--- config.mk ---
export PLATFORM = sky130hd
export DESIGN_NAME = log_reservation_station
export DESIGN_NICKNAME = d
export VERILOG_FILES = /design/src/rtl/log_reservation_station.sv
export SDC_FILE = /design/constraint.sdc
export NUM_CORES = 1
export LEC_CHECK = 0
export ABC_AREA = 1
export CORE_UTILIZATION = 45
export DETAILED_ROUTE_END_ITERATION = 6
export PLACE_DENSITY = 0.67
export SYNTH_ARGS = -nofsm -noshare
export SYNTH_HDL_FRONTEND = slang
export SYNTH_SLANG_ARGS = --single-unit
export TNS_END_PERCENT = 30
--- constraint.sdc ---
create_clock -name clk -period 14.35 [get_ports clk]
set_clock_uncertainty 0.1 [all_clocks]
set_input_delay 4.305 -clock clk [delete_from_list [all_inputs] [get_ports clk]]
set_output_delay 4.305 -clock clk [all_outputs]
set_load 0.005 [all_outputs]
--- src/rtl/log_reservation_station.sv ---
// rtl/log_reservation_station.sv - logic-unit reservation station with tag snooping and round-robin issue
// Optional perf counters are compiled in when LOG_RS_PERF_COUNTERS_EN is defined.
module log_reservation_station #(
    parameter int RS_DEPTH    = 4,
    parameter int RS_ID_WIDTH = 5,
    parameter int RS_OFFSET   = 0,
    parameter int CTRL_WIDTH  = 5
) (
    input  logic                   clk,
    input  logic                   rst,
    input  logic                   dispatch_valid,
    output logic                   dispatch_ready,
    output logic [RS_ID_WIDTH-1:0] dispatch_rs_id,
    input  logic                   op1_valid_in,
    input  logic                   op2_valid_in,
    input  logic [31:0]            op1_in,
    input  logic [31:0]            op2_in,
    input  logic [RS_ID_WIDTH-1:0] op1_rs_id_in,
    input  logic [RS_ID_WIDTH-1:0] op2_rs_id_in,
    input  logic                   so_in,
    input  logic [CTRL_WIDTH-1:0]  control_in,
    input  logic [4:0]             result_reg_addr_in,
    input  logic                   cdb_valid,
    input  logic [RS_ID_WIDTH-1:0] cdb_rs_id,
    input  logic [31:0]            cdb_result,
    input  logic                   flush,
`ifdef LOG_RS_PERF_COUNTERS_EN
    output logic [31:0]            perf_full_cycles,
    output logic [31:0]            perf_stall_cycles,
`endif
    output logic                   issue_valid,
    input  logic                   issue_ready,
    output logic [RS_ID_WIDTH-1:0] issue_rs_id,
    output logic [4:0]             issue_result_reg_addr,
    output logic [31:0]            issue_op1,
    output logic [31:0]            issue_op2,
    output logic                   issue_so,
    output logic [CTRL_WIDTH-1:0]  issue_control
);
    localparam int IDX_W = $clog2(RS_DEPTH);
    typedef logic [IDX_W-1:0] idx_t;
    localparam logic [RS_ID_WIDTH-1:0] TAG_BASE = RS_ID_WIDTH'(RS_OFFSET);

    logic [RS_DEPTH-1:0]    busy, op1_rdy, op2_rdy, so_q;
    logic [31:0]            op1_val [RS_DEPTH];
    logic [31:0]            op2_val [RS_DEPTH];
    logic [RS_ID_WIDTH-1:0] op1_tag [RS_DEPTH];
    logic [RS_ID_WIDTH-1:0] op2_tag [RS_DEPTH];
    logic [CTRL_WIDTH-1:0]  ctl_q   [RS_DEPTH];
    logic [4:0]             rd_q    [RS_DEPTH];

    idx_t rr_ptr, lock_idx, alloc_idx, cand_idx, sel_idx;
    logic lock, cand_found, issue_fire, dispatch_fire, fwd1, fwd2;

    // Allocation looks only at registered busy bits, so a slot freed by issue is reused next cycle.
    always_comb begin
        alloc_idx = '0;
        for (int i = RS_DEPTH - 1; i >= 0; i--) begin
            if (!busy[i]) alloc_idx = idx_t'(i);
        end
    end

    assign dispatch_ready = ~&busy;
    assign dispatch_rs_id = TAG_BASE + RS_ID_WIDTH'(alloc_idx);
    assign dispatch_fire  = dispatch_valid & dispatch_ready;
    assign fwd1 = cdb_valid && (op1_rs_id_in == cdb_rs_id);
    assign fwd2 = cdb_valid && (op2_rs_id_in == cdb_rs_id);

    // Scan downward so the candidate closest to rr_ptr wins.
    always_comb begin
        int   j;
        idx_t jj;
        cand_found = 1'b0;
        cand_idx   = '0;
        j          = 0;
        jj         = '0;
        for (int k = RS_DEPTH - 1; k >= 0; k--) begin
            j = int'(rr_ptr) + k;
            if (j >= RS_DEPTH) j = j - RS_DEPTH;
            jj = idx_t'(j);
            if (busy[jj] && op1_rdy[jj] && op2_rdy[jj]) begin
                cand_found = 1'b1;
                cand_idx   = jj;
            end
        end
    end

    assign sel_idx     = lock ? lock_idx : cand_idx;
    assign issue_valid = lock | cand_found;
    assign issue_fire  = issue_valid & issue_ready;

    always_comb begin
        issue_rs_id           = '0;
        issue_result_reg_addr = '0;
        issue_op1             = '0;
        issue_op2             = '0;
        issue_so              = 1'b0;
        issue_control         = '0;
        if (issue_valid) begin
            issue_rs_id           = TAG_BASE + RS_ID_WIDTH'(sel_idx);
            issue_result_reg_addr = rd_q[sel_idx];
            issue_op1             = op1_val[sel_idx];
            issue_op2             = op2_val[sel_idx];
            issue_so              = so_q[sel_idx];
            issue_control         = ctl_q[sel_idx];
        end
    end

    always_ff @(posedge clk) begin
        if (rst || flush) begin
            busy     <= '0;
            rr_ptr   <= '0;
            lock     <= 1'b0;
            lock_idx <= '0;
        end else begin
            for (int i = 0; i < RS_DEPTH; i++) begin
                if (busy[i] && cdb_valid && !op1_rdy[i] && op1_tag[i] == cdb_rs_id) begin
                    op1_rdy[i] <= 1'b1;
                    op1_val[i] <= cdb_result;
                end
                if (busy[i] && cdb_valid && !op2_rdy[i] && op2_tag[i] == cdb_rs_id) begin
                    op2_rdy[i] <= 1'b1;
                    op2_val[i] <= cdb_result;
                end
            end
            if (issue_fire) begin
                busy[sel_idx] <= 1'b0;
                rr_ptr        <= (sel_idx == idx_t'(RS_DEPTH - 1)) ? '0 : sel_idx + 1'b1;
                lock          <= 1'b0;
            end else if (issue_valid) begin
                lock     <= 1'b1;
                lock_idx <= sel_idx;
            end
            if (dispatch_fire) begin
                busy[alloc_idx]    <= 1'b1;
                op1_rdy[alloc_idx] <= op1_valid_in | fwd1;
                op2_rdy[alloc_idx] <= op2_valid_in | fwd2;
                op1_val[alloc_idx] <= op1_valid_in ? op1_in : cdb_result;
                op2_val[alloc_idx] <= op2_valid_in ? op2_in : cdb_result;
                op1_tag[alloc_idx] <= op1_rs_id_in;
                op2_tag[alloc_idx] <= op2_rs_id_in;
                so_q[alloc_idx]    <= so_in;
                ctl_q[alloc_idx]   <= control_in;
                rd_q[alloc_idx]    <= result_reg_addr_in;
            end
        end
    end

`ifdef LOG_RS_PERF_COUNTERS_EN
    always_ff @(posedge clk) begin
        if (rst) begin
            perf_full_cycles  <= '0;
            perf_stall_cycles <= '0;
        end else begin
            if (dispatch_valid && !dispatch_ready && perf_full_cycles != 32'hFFFF_FFFF)
                perf_full_cycles <= perf_full_cycles + 32'd1;
            if (issue_valid && !issue_ready && perf_stall_cycles != 32'hFFFF_FFFF)
                perf_stall_cycles <= perf_stall_cycles + 32'd1;
        end
    end
`endif
endmodule

==> reports/results.txt, run 1 <==
leak pwr: 8.79 nW
worst hold path class: reg -> reg
Slew HR: 22.4%
worst setup margin: 4.75 ns
GRT overflow: 0
Final setup viols: 0
clock buffer depth: 3
Final GP Congestion: 0.891
Total GRT Usage: 25.6%
Hold Fails Final Rpt: 0
outcome: finished, final reports clean
DRC violations left: 0
share of cells above drive strength 1: 4.98%
Area Overhead vs Synth: 19.5%
register bit total from synthesis: 357
Pwr Density: 106 nW/µm²
Starting Density: 46.0%
part of the cycle the worst path needs: 66.9%
async set-reset flop share out of synthesis: 0%
largest net degree at the start of global routing: 156
Via density: 5.60
Max Slew Vio Count: 0
iteration-0 DRC count of the detailed router: 1465
Fin Setup TNS: 0 ns
TritonCTS clock tree: done
total CTS buffers: 40
Synth Cell Area: 18400 µm²
detailed-route via count: 14975
first-pass GRT wire length: 81300 µm
Worst Path Arrival: 5.19 ns
nets: 2253
wire length per cell: 19.9 µm
Max-Cap Viols: 0
Mean Syn Cell Area: 9.29 µm²
fillers: 3469
core box area: 40000 µm²
Crit. End Element: output port
Req. time, crit path: 9.94 ns
Netlist cell types: 39
Die Span Y: 204 µm
worst-skew pair later-pin latency: 0.55 ns
RSZ-0062 raised after global routing: false
Final Critical Period: 9.60 ns
Die Width: 204 µm
fmax: 0.104 GHz
IO buf count: 210
crit-path max FO: 155
commonest non-fill, non-tap cell in the layout: nand2_1
vias in the first global route: 14305
Slew @ Worst Pin: 1.16 ns
Routed Antenna Nets: 0
CTS root buffer: clkbuf_16
DRT Wirelength: 53200 µm
Num Clock Sinks: 357
Worst-path clk slew: 0.06 ns
dpl ws: 5.39 ns
initial antenna violation count: 0
most frequent cells in the layout: nand2_1, edfxtp_1, o21ai_0
maximum VDD drop: 80.1 µV
n_diodes: 0
critical path class: reg -> out
CTS Hold Bufs: 0
CTS resizes: 0
H-Tree Depth: 2
Pre-antenna DRT Iters: 6
FP Rows: 73
sequential fraction of the synthesis area: 57.8%
Critical Path Source Type: flop
Final HPWL DP: 31000 µm
Primary FF master, synth: edfxtp_1
DIE AREA: 41700 µm²
YS warnings: 0
Tot Pwr: 0.00233 W
Post-synth EDFFs: 348
# IOs: 217
FF+latch area: 10600 µm²
Post-CTS Setup Bufs: 0
Multi-input gate area: 6450 µm²
Mapped Cells: 1981
-- logic make-up after synthesis --
group,after synthesis,synth area share (%)
simple gates,809,18.6
other cells,1,0.0204
buf+inv,340,7.95
xor+xnor,35,1.67
fa+ha+maj,1,0.0680
compound gates,374,10.4
flops,357,57.8
mux,64,3.48
-- cell usage after synthesis (2+ instances only) --
cell        n  area (µm²)
a221oi_1    2        17.5
buf_6      13         146
xor2_1     21         184
buf_2      33         165
a211oi_1    2        15.0
buf_4      12        90.1
nand2_2     5        31.3
o21ai_0   264        1320
mux2i_1    64         641
nand4_1     6        37.5
dfxtp_1     9         180
a21oi_1    89         445
a31oi_1     3        18.8
nor4_1      8        50.1
o21ai_1     2        10.0
nor3_1      7        35.0
clkbuf_1   75         282
inv_1     195         732
edfxtp_1  348       10500
nor2_1     37         139
nor2_2      3        18.8
nand2_1   492        1850
o22ai_1     6        37.5
inv_2       4        15.0
buf_1       6        22.5
xnor2_1    14         123
nand3_1   249        1250
-- power by group --
group / leakage, nW / internal, W / switching [W] / total [W]
clock: 0.592 / 0.000569 / 0.000403 / 0.000972
sequential: 3.22 / 0.00116 / 0.00000463 / 0.00116
combinational: 4.98 / 0.0000814 / 0.000117 / 0.000199
-- final timing paths --
path	to	cells after the start	startpoint	slack [ns]
min	lock_idx[1]$_SDFFE_PP0P_	2	lock_idx[1]$_SDFFE_PP0P_	0.38
max	issue_op1[2]	15	rr_ptr[0]$_SDFFE_PP0P_	4.75
max reg2reg	rr_ptr[1]$_SDFFE_PP0P_	13	rr_ptr[0]$_SDFFE_PP0P_	10.02
min reg2reg	lock_idx[1]$_SDFFE_PP0P_	2	lock_idx[1]$_SDFFE_PP0P_	0.38
-- metal layers --
layer  share of wire, %  global-route usage, %
met5                  0                      0
met4                2.6                   8.10
met3                8.4                   3.48
met2                 47                   42.1
met1                 42                   35.0
-- through the flow --
| step | instance area [µm²] | util (%) | hold slack (ns) | cells |
|---|---|---|---|---|
| floorplan | 18400 | - | 0.353 | 1986 |
| global placement | 20800 | 51.9 | 0.370 | 2605 |
| detailed placement | 20800 | 51.9 | 0.373 | 2605 |
| CTS | 22000 | 55.0 | 0.381 | 2675 |
| global route | 22000 | 55.0 | 0.406 | 2675 |
| finish | 22000 | 55.0 | 0.378 | 2675 |
-- worst max-delay path: stages (launching register included) --
cell and delay [ns]:
dfxtp_1 0.68, inv_4 0.16, nand2_1 0.09, nand2_1 0.08, nand2_1 0.08, nor2_2 0.05, nor2_2 0.16, nand2_1 0.09
a21oi_2 0.24, nand2_8 0.54, nand2_8 0.97, nand2_1 0.11, nand2_1 0.10, nand2_1 0.05, a21oi_1 0.34, clkdlybuf4s50_1 0.58
-- flip-flops by register name, indices dropped and copies added, names as in the netlist, 2 cells and up --
signal and count:
op1_val 128, lock_idx 2, op1_tag 20, op2_val 128, ctl_q 20, rd_q 20
op2_tag 20, so_q 4, busy 4, rr_ptr 2, op1_rdy 4, op2_rdy 4
-- cell type report --
type	instances	area share [%]
Tap cell	525	2.99
Clock inverter	15	0.563
Inverter	201	3.45
Clock buffer	55	5.00
Sequential cell	357	48.3
Multi-Input combinational cell	1289	29.4
Timing Repair Buffer	233	10.3
Note: power is estimated with default switching activity, not from simulation.
==> run 2, diff against run 1 <==
PLACE_DENSITY = 0.7   (was 0.67)
clock period = 8.8 ns   (was 14.35 ns; I/O delays follow)
==> run 2 against run 1 <==
Critical path type unchanged. Highest routed layer unchanged. Die area did not move. Global-route usage down 0.15 points. Clock power is 65% higher. Via count about the same. Non-clock buffer count grew 3. Cell area increased by 0.11%. Worst setup slack worse by 3.6 ns. Sequential power rose by 64%. Routed wire length is 0.32% lower. First-iteration DRC count grew 1.8%.
==> reports/results.txt, run 2 (same netlist as run 1, synthesis figures left out) <==
H-Tree Depth: 2 (unchanged)
total CTS buffers: 38 (was 40)
fillers: 3471 (was 3469)
crit-path max FO: 155 (unchanged)
Util after Layout: 55.0% (about the same)
fmax: 0.130 GHz
Worst Path Arrival: 4.92 ns (was 5.19 ns)
outcome: finished, final reports clean (unchanged)
Final setup viols: 0 (unchanged)
part of the cycle the worst path needs: 87.1%
Area Overhead vs Synth: 19.6% (was 19.5%)
Slew @ Worst Pin: 1.17 ns (was 1.16 ns)
most frequent cells in the layout: nand2_1, edfxtp_1, o21ai_0 (unchanged)
Die Width: 204 µm (unchanged)
FP Rows: 73 (unchanged)
Routed Antenna Nets: 0 (unchanged)
largest net degree at the start of global routing: 156 (unchanged)
clock buffer depth: 3 (unchanged)
leak pwr: 8.81 nW (was 8.79 nW)
Final HPWL DP: 31600 µm (was 31000 µm)
vias in the first global route: 14383 (was 14305)
Comb pwr share: 8.5% (about the same)
DRT Wirelength: 53100 µm (was 53200 µm)
initial antenna violation count: 2 (was 0)
Final GP Congestion: 0.835 (was 0.891)
GRT overflow: 0 (unchanged)
commonest non-fill, non-tap cell in the layout: nand2_1 (unchanged)
Req. time, crit path: 6.06 ns (was 9.94 ns)
worst-skew pair later-pin latency: 0.54 ns (was 0.55 ns)
Max Slew Vio Count: 0 (unchanged)
# IOs: 217 (unchanged)
CTS Hold Bufs: 0 (unchanged)
Sw Ratio: 22.2% (was 22.5%)
Pwr Density: 173 nW/µm² (was 106 nW/µm²)
Die Span Y: 204 µm (unchanged)
TritonCTS clock tree: done (unchanged)
detailed-route via count: 14962 (was 14975)
Fin Setup TNS: 0 ns (unchanged)
Post-CTS Setup Bufs: 0 (unchanged)
Starting Density: 46.0% (unchanged)
maximum VDD drop: 118 µV (was 80.1 µV)
IO buf count: 210 (unchanged)
iteration-0 DRC count of the detailed router: 1491 (was 1465)
CTS resizes: 0 (unchanged)
Total GRT Usage: 25.4% (was 25.6%)
Int Pwr: 0.00297 W (was 0.00181 W)
switching power: 0.000848 W (was 0.000525 W)
critical path class: reg -> out (unchanged)
RSZ-0062 raised after global routing: false (unchanged)
Multi-input gate area: 6440 µm² (was 6450 µm²)
Critical Path Source Type: flop (unchanged)
Worst-path clk slew: 0.06 ns (about the same)
CTS root buffer: clkbuf_16 (unchanged)
sequential share of power: 49.7% (was 49.8%)
Via density: 5.59 (was 5.60)
Crit. End Element: output port (unchanged)
nets: 2254 (was 2253)
worst hold path class: reg -> reg (unchanged)
Num Clock Sinks: 357 (unchanged)
DRC violations left: 0 (unchanged)
Hold Fails Final Rpt: 0 (unchanged)
share of cells above drive strength 1: 5.53% (was 4.98%)
wire length per cell: 19.8 µm (was 19.9 µm)
Final Critical Period: 7.66 ns
Pre-antenna DRT Iters: 6 (unchanged)
top flop regs: op1_val (128), op2_val (128) (unchanged)
DIE AREA: 41700 µm² (unchanged)
first-pass GRT wire length: 80700 µm (was 81300 µm)
Slew HR: 22.0% (was 22.4%)
FF+latch area: 10600 µm² (unchanged)
Clock power frac: 41.9% (was 41.6%)
Max-Cap Viols: 0 (unchanged)
core box area: 40000 µm² (unchanged)
[run 2: critical path, stage by stage (launching register included)]
cell,delay [ns]
dfxtp_1,0.65
inv_4,0.16
nand2_1,0.09
nand2_1,0.08
nand2_1,0.08
nor2_2,0.05
nor2_2,0.14
nand2_1,0.07
nand2_1,0.05
nand2_1,0.07
nand2_4,0.73
nand2_8,0.87
nand2_1,0.25
nand3_1,0.09
a21oi_1,0.34
clkdlybuf4s50_1,0.59
[run 2: path summary, 6_finish.rpt]
check | startpoint | endpoint | slack (ns) | depth (start not counted)
setup / recovery | rr_ptr[0]$_SDFFE_PP0P_ | issue_op1[27] | 1.14 | 15
hold / removal | lock_idx[1]$_SDFFE_PP0P_ | lock_idx[1]$_SDFFE_PP0P_ | 0.37 | 2
setup reg to reg | rr_ptr[0]$_SDFFE_PP0P_ | busy[2]$_SDFF_PP0_ | 4.74 | 16
hold reg to reg | lock_idx[1]$_SDFFE_PP0P_ | lock_idx[1]$_SDFFE_PP0P_ | 0.37 | 2
[run 2: cell type report]
type	count	area share, %
multi-input combinational	1289	29.3
inverter	201	3.44
clock inverter	17	0.875
clock buffer	50	4.71
antenna	2	0.0227
sequential	357	48.3
tap	525	2.98
timing repair buffer	236	10.4
[run 2: per-layer routing]
layer | GRT usage, % | part of all wire, % | up-vias
li1 | - | - | 7049
met2 | 41.8 | 47 | 731
met5 | 0 | 0 | -
met3 | 3.30 | 8.3 | 119
met1 | 34.2 | 42 | 7063
met4 | 10.0 | 3.0 | 0
[run 2: power groups by stage]
stage               combinational, W  clock [W]  sequential, W
detailed placement          0.000321          0        0.00193
CTS                         0.000323    0.00161        0.00190
finish                      0.000324    0.00160        0.00190
floorplan                   0.000168          0        0.00193
global placement            0.000316          0        0.00193
global route                0.000356    0.00167        0.00190
[run 2: per-stage QoR]
| step | instance area (µm²) | hold slack, ns | worst slack [ns] | power (W) | instances |
|---|---|---|---|---|---|
| 6_report | 22000 | 0.374 | 1.14 | 0.00382 | 2677 |
| 5_1_grt | 22000 | 0.394 | 0.691 | 0.00392 | 2677 |
| 4_1_cts | 22000 | 0.377 | 1.11 | 0.00383 | 2675 |
| 3_5_place_dp | 20800 | 0.368 | 1.70 | 0.00225 | 2608 |
| 3_3_place_gp | 20800 | 0.369 | 1.74 | 0.00225 | 2608 |
| 2_1_floorplan | 18400 | 0.353 | 2.46 | 0.00210 | 1986 |
==> run 3, diff against run 2 <==
TNS_END_PERCENT = 20   (was 30)
==> results of run 3 <==
Same layout as run 2: the final DEF is identical, and so are final timing and power.
